==> src/rtl/pll_reset_sequencer_if.sv <==
// Interface between the PLL reset sequencer and the logic it gates:
// the PLL lock flag in, and the system reset and loss status out.
interface pll_reset_sequencer_if #(
  parameter int unsigned LOSS_CNT_WIDTH = 8
);
  logic                      locked;
  logic                      sys_reset;
  logic                      ready;
  logic                      lock_lost_pulse;
  logic [LOSS_CNT_WIDTH-1:0] lock_lost_count;

  modport master (
    input  locked,
    output sys_reset,
    output ready,
    output lock_lost_pulse,
    output lock_lost_count
  );

  modport slave (
    output locked,
    input  sys_reset,
    input  ready,
    input  lock_lost_pulse,
    input  lock_lost_count
  );
endinterface

==> src/rtl/pll_reset_sequencer.sv <==
// Holds sys_reset until the synchronized PLL lock has been stable for
// LOCK_STABLE_CYCLES plus RESET_HOLD_CYCLES; counts lock losses seen in RUN.
module pll_reset_sequencer #(
  parameter int unsigned SYNC_STAGES        = 2,
  parameter int unsigned LOCK_STABLE_CYCLES = 4800,
  parameter int unsigned RESET_HOLD_CYCLES  = 16,
  parameter int unsigned LOSS_CNT_WIDTH     = 8
) (
  input  logic                  clk,
  input  logic                  reset,
  pll_reset_sequencer_if.master bus
);

  localparam int unsigned MAX_CYCLES = (LOCK_STABLE_CYCLES > RESET_HOLD_CYCLES) ?
                                       LOCK_STABLE_CYCLES : RESET_HOLD_CYCLES;
  localparam int unsigned CW = $clog2(MAX_CYCLES) + 1;
  localparam logic [CW-1:0] STABLE_LAST = CW'(LOCK_STABLE_CYCLES - 1);
  localparam logic [CW-1:0] HOLD_LAST   = CW'(RESET_HOLD_CYCLES - 1);

  typedef enum logic [1:0] {
    WAIT_LOCK,
    STABILIZE,
    HOLD,
    RUN
  } state_t;

  state_t                    state;
  logic [CW-1:0]             cnt;
  logic [SYNC_STAGES-1:0]    sync;
  logic                      locked_s;
  logic                      sys_reset_r;
  logic                      ready_r;
  logic                      pulse_r;
  logic [LOSS_CNT_WIDTH-1:0] loss_cnt;

  assign locked_s = sync[SYNC_STAGES-1];

  always_ff @(posedge clk) begin
    if (reset) begin
      sync <= '0;
    end else begin
      sync <= {sync[SYNC_STAGES-2:0], bus.locked};
    end
  end

  // Outputs are assigned alongside each transition so they reflect the
  // next state on the same edge without a separate next-state decode.
  always_ff @(posedge clk) begin
    if (reset) begin
      state       <= WAIT_LOCK;
      cnt         <= '0;
      sys_reset_r <= 1'b1;
      ready_r     <= 1'b0;
      pulse_r     <= 1'b0;
      loss_cnt    <= '0;
    end else begin
      sys_reset_r <= 1'b1;
      ready_r     <= 1'b0;
      pulse_r     <= 1'b0;
      unique case (state)
        WAIT_LOCK: begin
          cnt <= '0;
          if (locked_s) begin
            state <= STABILIZE;
          end
        end
        STABILIZE: begin
          if (!locked_s) begin
            state <= WAIT_LOCK;
            cnt   <= '0;
          end else if (cnt == STABLE_LAST) begin
            state <= HOLD;
            cnt   <= '0;
          end else begin
            cnt <= cnt + 1'b1;
          end
        end
        HOLD: begin
          if (!locked_s) begin
            state <= WAIT_LOCK;
            cnt   <= '0;
          end else if (cnt == HOLD_LAST) begin
            state       <= RUN;
            cnt         <= '0;
            sys_reset_r <= 1'b0;
            ready_r     <= 1'b1;
          end else begin
            cnt <= cnt + 1'b1;
          end
        end
        RUN: begin
          if (!locked_s) begin
            state   <= WAIT_LOCK;
            cnt     <= '0;
            pulse_r <= 1'b1;
            if (loss_cnt != '1) begin
              loss_cnt <= loss_cnt + 1'b1;
            end
          end else begin
            sys_reset_r <= 1'b0;
            ready_r     <= 1'b1;
          end
        end
        default: begin
          state <= WAIT_LOCK;
          cnt   <= '0;
        end
      endcase
    end
  end

  assign bus.sys_reset       = sys_reset_r;
  assign bus.ready           = ready_r;
  assign bus.lock_lost_pulse = pulse_r;
  assign bus.lock_lost_count = loss_cnt;

endmodule

==> src/flat_wrapper.sv <==
// flat-port wrapper written by rule: the top's interface ports become plain ports
module pll_reset_sequencer_flat 
#(
  parameter int unsigned SYNC_STAGES        = 2,
  parameter int unsigned LOCK_STABLE_CYCLES = 4800,
  parameter int unsigned RESET_HOLD_CYCLES  = 16,
  parameter int unsigned LOSS_CNT_WIDTH     = 8
)
  (clk, reset, bus_locked, bus_sys_reset, bus_ready, bus_lock_lost_pulse, bus_lock_lost_count);
  pll_reset_sequencer_if #(.LOSS_CNT_WIDTH(LOSS_CNT_WIDTH)) bus_i ();
  input  logic clk;
  input  logic reset;
  input wire logic [$bits(bus_i.locked)-1:0] bus_locked;
  output wire logic [$bits(bus_i.sys_reset)-1:0] bus_sys_reset;
  output wire logic [$bits(bus_i.ready)-1:0] bus_ready;
  output wire logic [$bits(bus_i.lock_lost_pulse)-1:0] bus_lock_lost_pulse;
  output wire logic [$bits(bus_i.lock_lost_count)-1:0] bus_lock_lost_count;
  assign bus_i.locked = bus_locked;
  assign bus_sys_reset = bus_i.sys_reset;
  assign bus_ready = bus_i.ready;
  assign bus_lock_lost_pulse = bus_i.lock_lost_pulse;
  assign bus_lock_lost_count = bus_i.lock_lost_count;
  pll_reset_sequencer #(.SYNC_STAGES(SYNC_STAGES), .LOCK_STABLE_CYCLES(LOCK_STABLE_CYCLES), .RESET_HOLD_CYCLES(RESET_HOLD_CYCLES), .LOSS_CNT_WIDTH(LOSS_CNT_WIDTH)) u_core (.clk(clk), .reset(reset), .bus(bus_i));
endmodule
==> config.mk <==
export PLATFORM = sky130hd
export DESIGN_NAME = pll_reset_sequencer_flat
export DESIGN_NICKNAME = d
export VERILOG_FILES = /design/src/rtl/pll_reset_sequencer_if.sv /design/src/rtl/pll_reset_sequencer.sv /design/src/flat_wrapper.sv
export SDC_FILE = /design/constraint.sdc
export NUM_CORES = 1
export LEC_CHECK = 0
export ABC_CLOCK_PERIOD_IN_PS = 2100
export BUFFER_PORTS_ARGS = -buffer_cell sky130_fd_sc_hd__buf_2
export CELL_PAD_IN_SITES_DETAIL_PLACEMENT = 0
export CELL_PAD_IN_SITES_GLOBAL_PLACEMENT = 1
export CORE_ASPECT_RATIO = 1.1
export CORE_MARGIN = 2
export CORE_UTILIZATION = 40
export CTS_BUF_LIST = sky130_fd_sc_hd__clkbuf_16
export DETAILED_ROUTE_END_ITERATION = 10
export PLACE_DENSITY = 0.82
export RECOVER_POWER = 50
export SYNTH_ARGS = -nofsm -noshare
export SYNTH_HDL_FRONTEND = slang
export SYNTH_SLANG_ARGS = --single-unit
==> constraint.sdc <==
create_clock -name clk -period 2.1 [get_ports clk]
set_input_delay 0.42 -clock clk [delete_from_list [all_inputs] [get_ports clk]]
set_output_delay 0.42 -clock clk [all_outputs]
set_load 0.05 [all_outputs]
==> results.ini <==
[outcome]
status=finished, final reports clean

[sta]
hold_ws_ns=0.358
setup_viol=0
min_period_ns=1.92
finalMaxSlewViolations=0
worstMarginPinSlew_ns=0.597
hold_violations=0
rsz0062_at_grt=no
fmax_mhz=521
period_share=0.914
fin_tns_setup_ns=0
finClkSkew_ns=0.00595
max_slew_margin=0.604

[drt]
drt_pass1_iterations=4
dr_total_vias=1351
drt-vias-per-instance=5.49
routed_wl_um=3410
routedWlPerCell_um=13.9
drc=0
drt-initial-drc-count=25
ant_nets=0

[grt]
grt_use_total=0.148
grt-ovfl-total=0
grt_pass1_vias=1208
grt_util_met2=0.255
antenna_found_initial=0
grt_max_degree=25
met3_usage=0.0487
grt_pass1_wl_um=5140
grtUsageMet1=0.165
grt_busiest_layer=met2

[cells_and_area]
num_antenna_cells=0
layout-drive-gt1-share=0.143
design_area_um2=1920
finalNetCount=205
area_growth_pct=22.6

[synth]
syn_inst=177
postSynth.asyncResetShare=0
synth_xor_area_frac=0.0392
synth_top_area_frac=0.371
syn_area_per_cell_um2=8.83
ys_warn_count=0
ys_seq_area_frac=0.371
synthSimpleGateAreaFrac=0.293
syn_nets=187
synth_top_family_by_area=simple AND/OR/NAND/NOR gates
synth_mux_area_frac=0.00641
synth_area_leaders=dfxtp_1, ha_1, nand2_1, a31oi_1, a21oi_1
synth_area_leader_cell=dfxtp_1
synth_edf_count=0
synth-seq-cells=29
netlist_area_um2=1560
synthAdderAreaFrac=0.0560
ys.flop_type=dfxtp_1
synth_compound_area_frac=0.184
synth.distinct_cells=45

[floorplanning]
core_um2=3680
dieHeight_um=69.6
die_w_um=63.6
placementRows=23
dieArea_um2=4420
start_util=0.424
ios=14

[power]
power_leakage_nw=0.662
power_mw=1.53
p_per_area_nw_per_um2=798
vdd.ir_drop.worst_v=0.000431

[setup_path]
cp_max_fo=6
crit_arrival_ns=2.11
end_kind=flip-flop
required_ns=2.29
crit_type=reg2reg
critPathLaunchType=flip-flop

[clocking]
clk_latency_ns=0.27
clk_path_buf_depth=2
cts_tree=done
cts.sinks=29
clock_tree.root_cell=clkbuf_16
h-tree-depth=2
cts_buffers=5
clkTransAtPathRegs_ns=0.05

[hold_path]
hp-class=in2reg

[placement]
hpwlAfterDp_um=2270
io_buffers=13
place_congestion=0.850
placed_cell_area_um2=1660

[job]
maxCapViolations=0

==> power breakdown <==
part           switching [mW]  internal (mW)  leakage (nW)
registers             0.00442          0.557         0.234
clock network           0.231          0.675        0.0938
logic                  0.0370         0.0245         0.334
total                   0.272           1.26         0.662
==> metal layers <==
| metal | up-vias | wire, um |
|---|---|---|
| met1 | 630 | 1450 |
| met2 | 29 | 1710 |
| met3 | 8 | 177 |
| met5 | - | 0 |
| li1 | 684 | - |
| met4 | 0 | 70 |
==> registers in the layout (all words and copies together), names as in the netlist <==
name                        cells
u_core.bus.lock_lost_count      8
u_core.bus.lock_lost_pulse      1
u_core.bus.ready                1
u_core.bus.sys_reset            1
u_core.cnt                     14
u_core.state                    2
u_core.sync                     2
==> what timing repair did <==
item,in CTS,in global routing
buffers inserted,0,0
setup endpoints to repair,0,10
gates resized for setup,0,6
hold buffers,0,0
==> metrics by stage <==
| step | worst slack (ns) | std cells | utilization |
|---|---|---|---|
| detailed placement | 0.0912 | 235 | 0.450 |
| floorplan | 0.343 | 177 | - |
| finish | 0.180 | 246 | 0.520 |
| global placement | 0.199 | 235 | 0.450 |
| global route | 0.0184 | 246 | 0.520 |
| CTS | 0.0669 | 243 | 0.502 |
==> cells in the mapped netlist (2+ instances only) <==
cell type and number:
nand4_1 3, a41oi_1 2, xor2_1 2, and3_1 5
buf_2 2, inv_1 6, nor2b_1 3, nor2_1 15
a22o_1 2, nor3_1 3, nand2b_1 3, buf_6 3
clkbuf_1 2, and2_1 4, nand3_1 12, o21ai_0 3
nand2_1 18, xnor2_1 5, o21ai_1 4, a21oi_1 12
ha_1 7, dfxtp_1 29, a31oi_1 10
==> critical path: stages, from the launching register on <==
cell and delay (ns):
dfxtp_1 0.41, ha_1 0.23, and3_1 0.32, nand4_4 0.26, a31oi_4 0.31, a21oi_1 0.11, a211oi_2 0.20
==> cell usage in the layout, fill, tap and decap left out, types with 2 or more instances in the layout <==
| cell type | netlist | routed |
|---|---|---|
| a21oi_1 | 12 | 12 |
| nor2_1 | 15 | 15 |
| a31oi_1 | 10 | 10 |
| nand2b_1 | 3 | 3 |
| o2bb2ai_4 | 1 | 3 |
| inv_1 | 6 | 6 |
| dfxtp_1 | 29 | 29 |
| o21ai_1 | 4 | 3 |
| and2_1 | 4 | 4 |
| a41oi_1 | 2 | 2 |
| and3_1 | 5 | 4 |
| clkbuf_1 | 2 | 12 |
| o21ai_0 | 3 | 4 |
| clkbuf_16 | 0 | 5 |
| nand2_1 | 18 | 17 |
| nand3_1 | 12 | 12 |
| a22o_1 | 2 | 2 |
| nor3_1 | 3 | 3 |
| nand4_1 | 3 | 3 |
| xnor2_1 | 5 | 5 |
| xor2_1 | 2 | 2 |
| bufinv_16 | 0 | 2 |
| nor2b_1 | 3 | 3 |
| ha_1 | 7 | 7 |
| buf_4 | 0 | 3 |
==> final timing paths <==
kind / startpoint / to / slack, ns / cells after the start
min reg2reg: u_core.sync[0] / u_core.sync[1] / 0.43 / 1
min: bus_locked / u_core.sync[0] / 0.36 / 2
max: u_core.cnt[0] / u_core.state[0] / 0.18 / 6
max reg2reg: u_core.cnt[0] / u_core.state[0] / 0.18 / 6
==> area by class of cell <==
class | count | area (um2)
clock inverter | 3 | 65.1
tap | 50 | 62.6
multi-input combinational | 137 | 987
sequential | 29 | 581
fill | 366 | 1770
clock buffer | 5 | 125
inverter | 6 | 22.5
timing repair buffer | 16 | 72.6
==> cell families after synthesis <==
family | count (synthesis)
xor+xnor | 7
flops | 29
mux | 1
buf+inv | 14
simple gates | 79
compound gates | 40
fa+ha+maj | 7
Note: power is estimated with default switching activity, not from simulation.
